--- config.mk ---
export PLATFORM = sky130hd
export DESIGN_NAME = sync_fifo_burst_reader_flat
export DESIGN_NICKNAME = d
export VERILOG_FILES = /design/src/rtl/sync_fifo_burst_reader_pkg.sv /design/src/rtl/sync_fifo_burst_reader_if.sv /design/src/rtl/sync_fifo_burst_reader_skid_buf.sv /design/src/rtl/sync_fifo_burst_reader.sv /design/src/flat_wrapper.sv
export SDC_FILE = /design/constraint.sdc
export NUM_CORES = 1
export LEC_CHECK = 0
export ABC_AREA = 0
export CORE_MARGIN = 2
export CORE_UTILIZATION = 35
export CTS_CLUSTER_SIZE = 10
export DETAILED_ROUTE_END_ITERATION = 6
export GPL_ROUTABILITY_DRIVEN = 0
export PLACE_DENSITY = 0.55
export RECOVER_POWER = 100
export SLEW_MARGIN = 25
export SYNTH_ARGS = -nofsm -noshare
export SYNTH_HDL_FRONTEND = slang
export SYNTH_SLANG_ARGS = --single-unit
--- constraint.sdc ---
create_clock -name clk -period 1.7 [get_ports clk]
set_input_delay 0.255 -clock clk [delete_from_list [all_inputs] [get_ports clk]]
set_output_delay 0.255 -clock clk [all_outputs]
set_load 0.02 [all_outputs]
--- src/rtl/sync_fifo_burst_reader_pkg.sv ---
// Shared types and constants for the sync FIFO read-side engine.
// Also carries the FIFO's default data width.
package sync_fifo_pkg;

    localparam int DATA_WIDTH_DEF = 8;
    localparam int SKID_DEPTH     = 3;

    typedef enum logic [1:0] {
        IDLE,
        READ,
        DRAIN
    } rd_state_e;

endpackage

--- src/rtl/sync_fifo_burst_reader_if.sv ---
// Command, FIFO-read and output-stream signals of the burst reader.
// slave = the reader, master = the surrounding logic.
interface sync_fifo_burst_reader_if
    import sync_fifo_pkg::*;
#(
    parameter int DATA_WIDTH = DATA_WIDTH_DEF,
    parameter int LEN_WIDTH  = 8
);

    logic                  cmd_valid;
    logic                  cmd_ready;
    logic [LEN_WIDTH-1:0]  cmd_len;
    logic                  fifo_empty;
    logic                  fifo_rd_en;
    logic [DATA_WIDTH-1:0] fifo_data;
    logic                  m_valid;
    logic                  m_ready;
    logic [DATA_WIDTH-1:0] m_data;
    logic                  m_last;
    logic                  busy;
    logic                  done;

    modport master (
        output cmd_valid, cmd_len, fifo_empty, fifo_data, m_ready,
        input  cmd_ready, fifo_rd_en, m_valid, m_data, m_last,
        input  busy, done
    );

    modport slave (
        input  cmd_valid, cmd_len, fifo_empty, fifo_data, m_ready,
        output cmd_ready, fifo_rd_en, m_valid, m_data, m_last,
        output busy, done
    );

endinterface

--- src/rtl/sync_fifo_burst_reader_skid_buf.sv ---
// Three-entry in-order buffer catching registered FIFO read data.
// Caller guarantees no push when full and no pop when empty.
module fifo_rd_skid_buf
    import sync_fifo_pkg::*;
#(
    parameter int DATA_WIDTH = DATA_WIDTH_DEF
) (
    input  logic                  clk,
    input  logic                  rst,
    input  logic                  push,
    input  logic [DATA_WIDTH-1:0] din,
    input  logic                  pop,
    output logic [DATA_WIDTH-1:0] head,
    output logic [1:0]            occ
);

    logic [DATA_WIDTH-1:0] mem [SKID_DEPTH];
    logic [1:0]            wr_ptr;
    logic [1:0]            rd_ptr;

    function automatic logic [1:0] ptr_next(input logic [1:0] p);
        return (p == 2'(SKID_DEPTH - 1)) ? 2'd0 : p + 2'd1;
    endfunction

    always_ff @(posedge clk) begin
        if (rst) begin
            wr_ptr <= '0;
            rd_ptr <= '0;
            occ    <= '0;
            for (int i = 0; i < SKID_DEPTH; i++) begin
                mem[i] <= '0;
            end
        end else begin
            if (push) begin
                mem[wr_ptr] <= din;
                wr_ptr      <= ptr_next(wr_ptr);
            end
            if (pop) begin
                rd_ptr <= ptr_next(rd_ptr);
            end
            if (push && !pop) begin
                occ <= occ + 2'd1;
            end else if (pop && !push) begin
                occ <= occ - 2'd1;
            end
        end
    end

    assign head = mem[rd_ptr];

endmodule

--- src/rtl/sync_fifo_burst_reader.sv ---
// Burst read engine: pops N words from a registered-output FIFO
// and streams them out on valid/ready with last and done.
module sync_fifo_burst_reader
    import sync_fifo_pkg::*;
#(
    parameter int DATA_WIDTH = DATA_WIDTH_DEF,
    parameter int LEN_WIDTH  = 8
) (
    input logic                     clk,
    input logic                     rst,
    sync_fifo_burst_reader_if.slave bus
);

    rd_state_e             state;
    logic [LEN_WIDTH-1:0]  req_left;
    logic [LEN_WIDTH-1:0]  out_left;
    logic                  inflight;
    logic                  done_q;
    logic [1:0]            occ;
    logic [DATA_WIDTH-1:0] head;
    logic [2:0]            pending;
    logic                  rd_en;
    logic                  pop;
    logic                  cmd_hs;

    // Reads are gated only by registered state so m_ready never
    // reaches fifo_rd_en combinationally.
    assign pending = {1'b0, occ} + {2'b0, inflight};
    assign rd_en   = !rst && (state == READ) && !bus.fifo_empty
                   && (req_left != '0)
                   && (pending < 3'(SKID_DEPTH));
    assign pop     = (occ != 2'd0) && bus.m_ready;
    assign cmd_hs  = bus.cmd_valid && bus.cmd_ready;

    fifo_rd_skid_buf #(
        .DATA_WIDTH (DATA_WIDTH)
    ) u_skid (
        .clk  (clk),
        .rst  (rst),
        .push (inflight),
        .din  (bus.fifo_data),
        .pop  (pop),
        .head (head),
        .occ  (occ)
    );

    always_ff @(posedge clk) begin
        if (rst) begin
            state    <= IDLE;
            req_left <= '0;
            out_left <= '0;
            inflight <= 1'b0;
            done_q   <= 1'b0;
        end else begin
            inflight <= rd_en;
            done_q   <= 1'b0;
            if (rd_en) begin
                req_left <= req_left - LEN_WIDTH'(1);
            end
            if (pop && (out_left != '0)) begin
                out_left <= out_left - LEN_WIDTH'(1);
            end
            unique case (state)
                IDLE: begin
                    if (cmd_hs) begin
                        if (bus.cmd_len == '0) begin
                            done_q <= 1'b1;
                        end else begin
                            req_left <= bus.cmd_len;
                            out_left <= bus.cmd_len;
                            state    <= READ;
                        end
                    end
                end
                READ: begin
                    if (rd_en && (req_left == LEN_WIDTH'(1))) begin
                        state <= DRAIN;
                    end
                end
                DRAIN: begin
                    if (pop && (out_left == LEN_WIDTH'(1))) begin
                        state  <= IDLE;
                        done_q <= 1'b1;
                    end
                end
                default: state <= IDLE;
            endcase
        end
    end

    assign bus.cmd_ready  = !rst && (state == IDLE);
    assign bus.fifo_rd_en = rd_en;
    assign bus.m_valid    = (occ != 2'd0);
    assign bus.m_data     = head;
    assign bus.m_last     = (occ != 2'd0) && (out_left == LEN_WIDTH'(1));
    assign bus.busy       = (state != IDLE);
    assign bus.done       = done_q;

endmodule

--- src/flat_wrapper.sv ---
// flat-port wrapper written by rule: the top's interface ports become plain ports
module sync_fifo_burst_reader_flat import sync_fifo_pkg::*;
#(
    parameter int DATA_WIDTH = DATA_WIDTH_DEF,
    parameter int LEN_WIDTH  = 8
)
  (clk, rst, bus_cmd_valid, bus_cmd_len, bus_fifo_empty, bus_fifo_data, bus_m_ready, bus_cmd_ready, bus_fifo_rd_en, bus_m_valid, bus_m_data, bus_m_last, bus_busy, bus_done);
  sync_fifo_burst_reader_if #(.DATA_WIDTH(DATA_WIDTH), .LEN_WIDTH(LEN_WIDTH)) bus_i ();
  input logic clk;
  input logic rst;
  input wire logic [$bits(bus_i.cmd_valid)-1:0] bus_cmd_valid;
  input wire logic [$bits(bus_i.cmd_len)-1:0] bus_cmd_len;
  input wire logic [$bits(bus_i.fifo_empty)-1:0] bus_fifo_empty;
  input wire logic [$bits(bus_i.fifo_data)-1:0] bus_fifo_data;
  input wire logic [$bits(bus_i.m_ready)-1:0] bus_m_ready;
  output wire logic [$bits(bus_i.cmd_ready)-1:0] bus_cmd_ready;
  output wire logic [$bits(bus_i.fifo_rd_en)-1:0] bus_fifo_rd_en;
  output wire logic [$bits(bus_i.m_valid)-1:0] bus_m_valid;
  output wire logic [$bits(bus_i.m_data)-1:0] bus_m_data;
  output wire logic [$bits(bus_i.m_last)-1:0] bus_m_last;
  output wire logic [$bits(bus_i.busy)-1:0] bus_busy;
  output wire logic [$bits(bus_i.done)-1:0] bus_done;
  assign bus_i.cmd_valid = bus_cmd_valid;
  assign bus_i.cmd_len = bus_cmd_len;
  assign bus_i.fifo_empty = bus_fifo_empty;
  assign bus_i.fifo_data = bus_fifo_data;
  assign bus_i.m_ready = bus_m_ready;
  assign bus_cmd_ready = bus_i.cmd_ready;
  assign bus_fifo_rd_en = bus_i.fifo_rd_en;
  assign bus_m_valid = bus_i.m_valid;
  assign bus_m_data = bus_i.m_data;
  assign bus_m_last = bus_i.m_last;
  assign bus_busy = bus_i.busy;
  assign bus_done = bus_i.done;
  sync_fifo_burst_reader #(.DATA_WIDTH(DATA_WIDTH), .LEN_WIDTH(LEN_WIDTH)) u_core (.clk(clk), .rst(rst), .bus(bus_i));
endmodule
==> summary.txt <==
IR Drop Worst-Case VDD = 576 µV
worst slack at placement = -0.356 ns
clock skew = 0.00616 ns
DR iter-0 viols = 109
relative slew slack = 68.2%
Reg area = 1520 µm²
dpl cells = 420
Pwr per Cell Area = 1050 nW/µm²
routed vias/inst = 4.79
setup tns final = -1.50 ns
fin cells = 440
power after layout = 4.11 mW
Filler Cell Count = 704
Slew Viols, Final = 0
mux cell area share after synthesis = 8.59%
post-synthesis async set-or-reset flop share = 0%
clk sink count = 60
via count = 2109
Multi-input gate area = 1250 µm²
IO Pins = 35
final worst path period share = 113%
Yosys Warn Count = 0
H-tree depth = 3
crit path DAT = 1.66 ns
die width = 92.9 µm
layout net count = 362
# port buffers = 34
post-route cell area = 3930 µm²
post-synth top area cell = edfxtp_1
drt drc = 0
Synth Area in Adders = 3.62%
CTS root buf = clkbuf_8
Site Rows = 32
Post-DP Area = 3640 µm²
n_diodes = 0
Die Area = 8640 µm²
syn_area_per_cell = 11.6 µm²
Synth Instances = 239
layout cells sized above 1 = 32.2%
gr ovfl total = 0
EDFF count, synth = 32
MaxCap Viol Count = 0
first-pass GRT wire length = 10100 µm
post-DP HPWL = 4390 µm
Die Y = 92.9 µm
Synth top area share = 34.7%
top cells by area, synth = edfxtp_1 (35%), dfxtp_1 (20%), mux4_2 (6.5%), and2_1 (4.3%), ha_1 (3.6%)
Tightest Pin Transition = 0.476 ns
Detailed Routing Iterations Pass 1 = 4
P&R area growth vs syn = 42.0%
WL per Instance = 14.3 µm
vias in the first global route = 2044
Syn Nets = 268
failing checks = setup timing
initial antenna violation count = 0
CTS tree = built
Final Hold Fails = 0
fin util = 51.1%
fmax = 522 MHz
Distinct cells, synth = 41
Hold Slack = 0.523 ns
Setup crit end kind = output pin
crit start category = flop
register area share after synthesis = 55.0%
Synth Area in XOR/XNOR = 4.43%
Seq cells post-synth = 60
CTS Buf Count = 9
path type of the worst setup path = flop to output pin
antenna viol nets, final = 0
status = finished, violations left
Synth Area in Simple Gates = 21.1%
ys flop type = edfxtp_1
Core ar. = 7690 µm²
final wirelength = 6270 µm
Synth Area in Compound Gates = 5.47%
Pleak = 1.57 nW
Worst EP required = 1.44 ns
minimum clock period = 1.92 ns
clock-pin transition on the worst setup and hold timing paths = 0.07 ns
RSZ-0062 raised after global routing = true
worst-path maximum fanout = 2
hold crit path type = input port to flop
effective utilization at floorplan = 36.0%
pin count of the biggest net entering global routing = 17
mapped cell area = 2770 µm²
main combinational cell family by area after synthesis = simple AND/OR/NAND/NOR gates
endpoints failing setup = 17
Final WS setup = -0.217 ns
aggregate global-route resource usage = 15.8%
Max Root-Sink Buffers = 2
clock insertion delay at the later pin of the skew report = 0.34 ns
==> critical path, cell delays in order, from the launching register on <==
cell,delay (ns)
dfxtp_1,0.33
ha_1,0.23
ha_4,0.27
nand2_2,0.04
and3_4,0.17
and2_4,0.16
buf_6,0.12
==> area by class of cell <==
class	instances	area share, %
clock buffers	9	3.15
clock inverters	7	1.91
inverters	5	0.477
multi-input cells	167	31.8
flip-flops and latches	60	38.7
well taps	102	3.25
repair buffers	90	20.7
==> cells in the final DEF, fill, tap and decap left out, drive strengths merged, types with 9 or more instances in the layout <==
cell type	n
and2	19
nor3	9
o21ai	16
buf	58
nor2	16
nand2	18
xor2	11
and3	11
dfxtp	28
edfxtp	32
clkdlybuf4s50	12
dlygate4sd3	9
clkbuf	17
==> logic make-up after synthesis <==
group                    after synthesis
flip-flops                            60
buffers and inverters                 12
multiplexers                          13
AND/OR/NAND/NOR                      105
adder cells (fa/ha/maj)                8
AO/OA/AOI/OAI                         27
XOR/XNOR                              14
==> flip-flops by register name, summed over array words and instances, names as in the netlist, named ones only <==
signal / flops
u_core.inflight: 1
u_core.req_left: 8
u_core.u_skid.occ: 2
u_core.out_left: 8
u_core.u_skid.rd_ptr: 2
u_core.bus.done: 1
u_core.u_skid.mem: 32
u_core.u_skid.wr_ptr: 2
u_core.state: 2
==> report_power, final <==
part	internal (mW)	switching (mW)	total, mW
clock	0.686	0.603	1.29
combinational	0.621	0.516	1.14
sequential	1.63	0.0611	1.69
==> metal layers <==
layer  up-vias  track usage [%]  routed length, µm
met5         -                0                  0
met2        45             22.6               2830
met4         0             6.25                114
met1       994             22.0               3080
met3         9             5.29                250
li1       1061                -                  -
==> path summary, 6_finish.rpt <==
path,from,end,slack (ns),cells past startpoint
worst max-delay path,u_core.u_skid.occ[0],bus_fifo_rd_en,-0.22,6
worst min-delay path,bus_cmd_len[5],u_core.out_left[5],0.52,3
worst max register to register,u_core.u_skid.occ[0],u_core.req_left[1],-0.13,9
worst min register to register,u_core.u_skid.rd_ptr[1],flop,0.54,2
==> cell usage after synthesis (2+ instances only) <==
cell type / instances
edfxtp_1: 32
dfxtp_1: 28
and2_1: 19
nand2_1: 18
nor2_1: 16
o21ai_0: 14
xor2_1: 11
and3_1: 10
ha_1: 8
mux4_2: 8
a21oi_1: 7
nand3_1: 7
nor3_1: 7
inv_1: 5
nand4_1: 5
nor4_1: 5
or2_2: 4
buf_2: 3
nor2b_1: 3
xnor2_1: 3
clkbuf_1: 2
mux2_2: 2
mux2i_1: 2
nand3b_1: 2
o21ai_1: 2
==> repair_timing <==
| item | in CTS | in global routing |
|---|---|---|
| pin swaps | 4 | 1 |
| hold buffers | 0 | 0 |
| endpoints found under the hold margin | 0 | 0 |
| gates resized for setup | 71 | 18 |
| buffers inserted | 2 | 2 |
| endpoints found under the setup margin | 14 | 20 |
No activity file was read; power rests on OpenSTA's default activity.
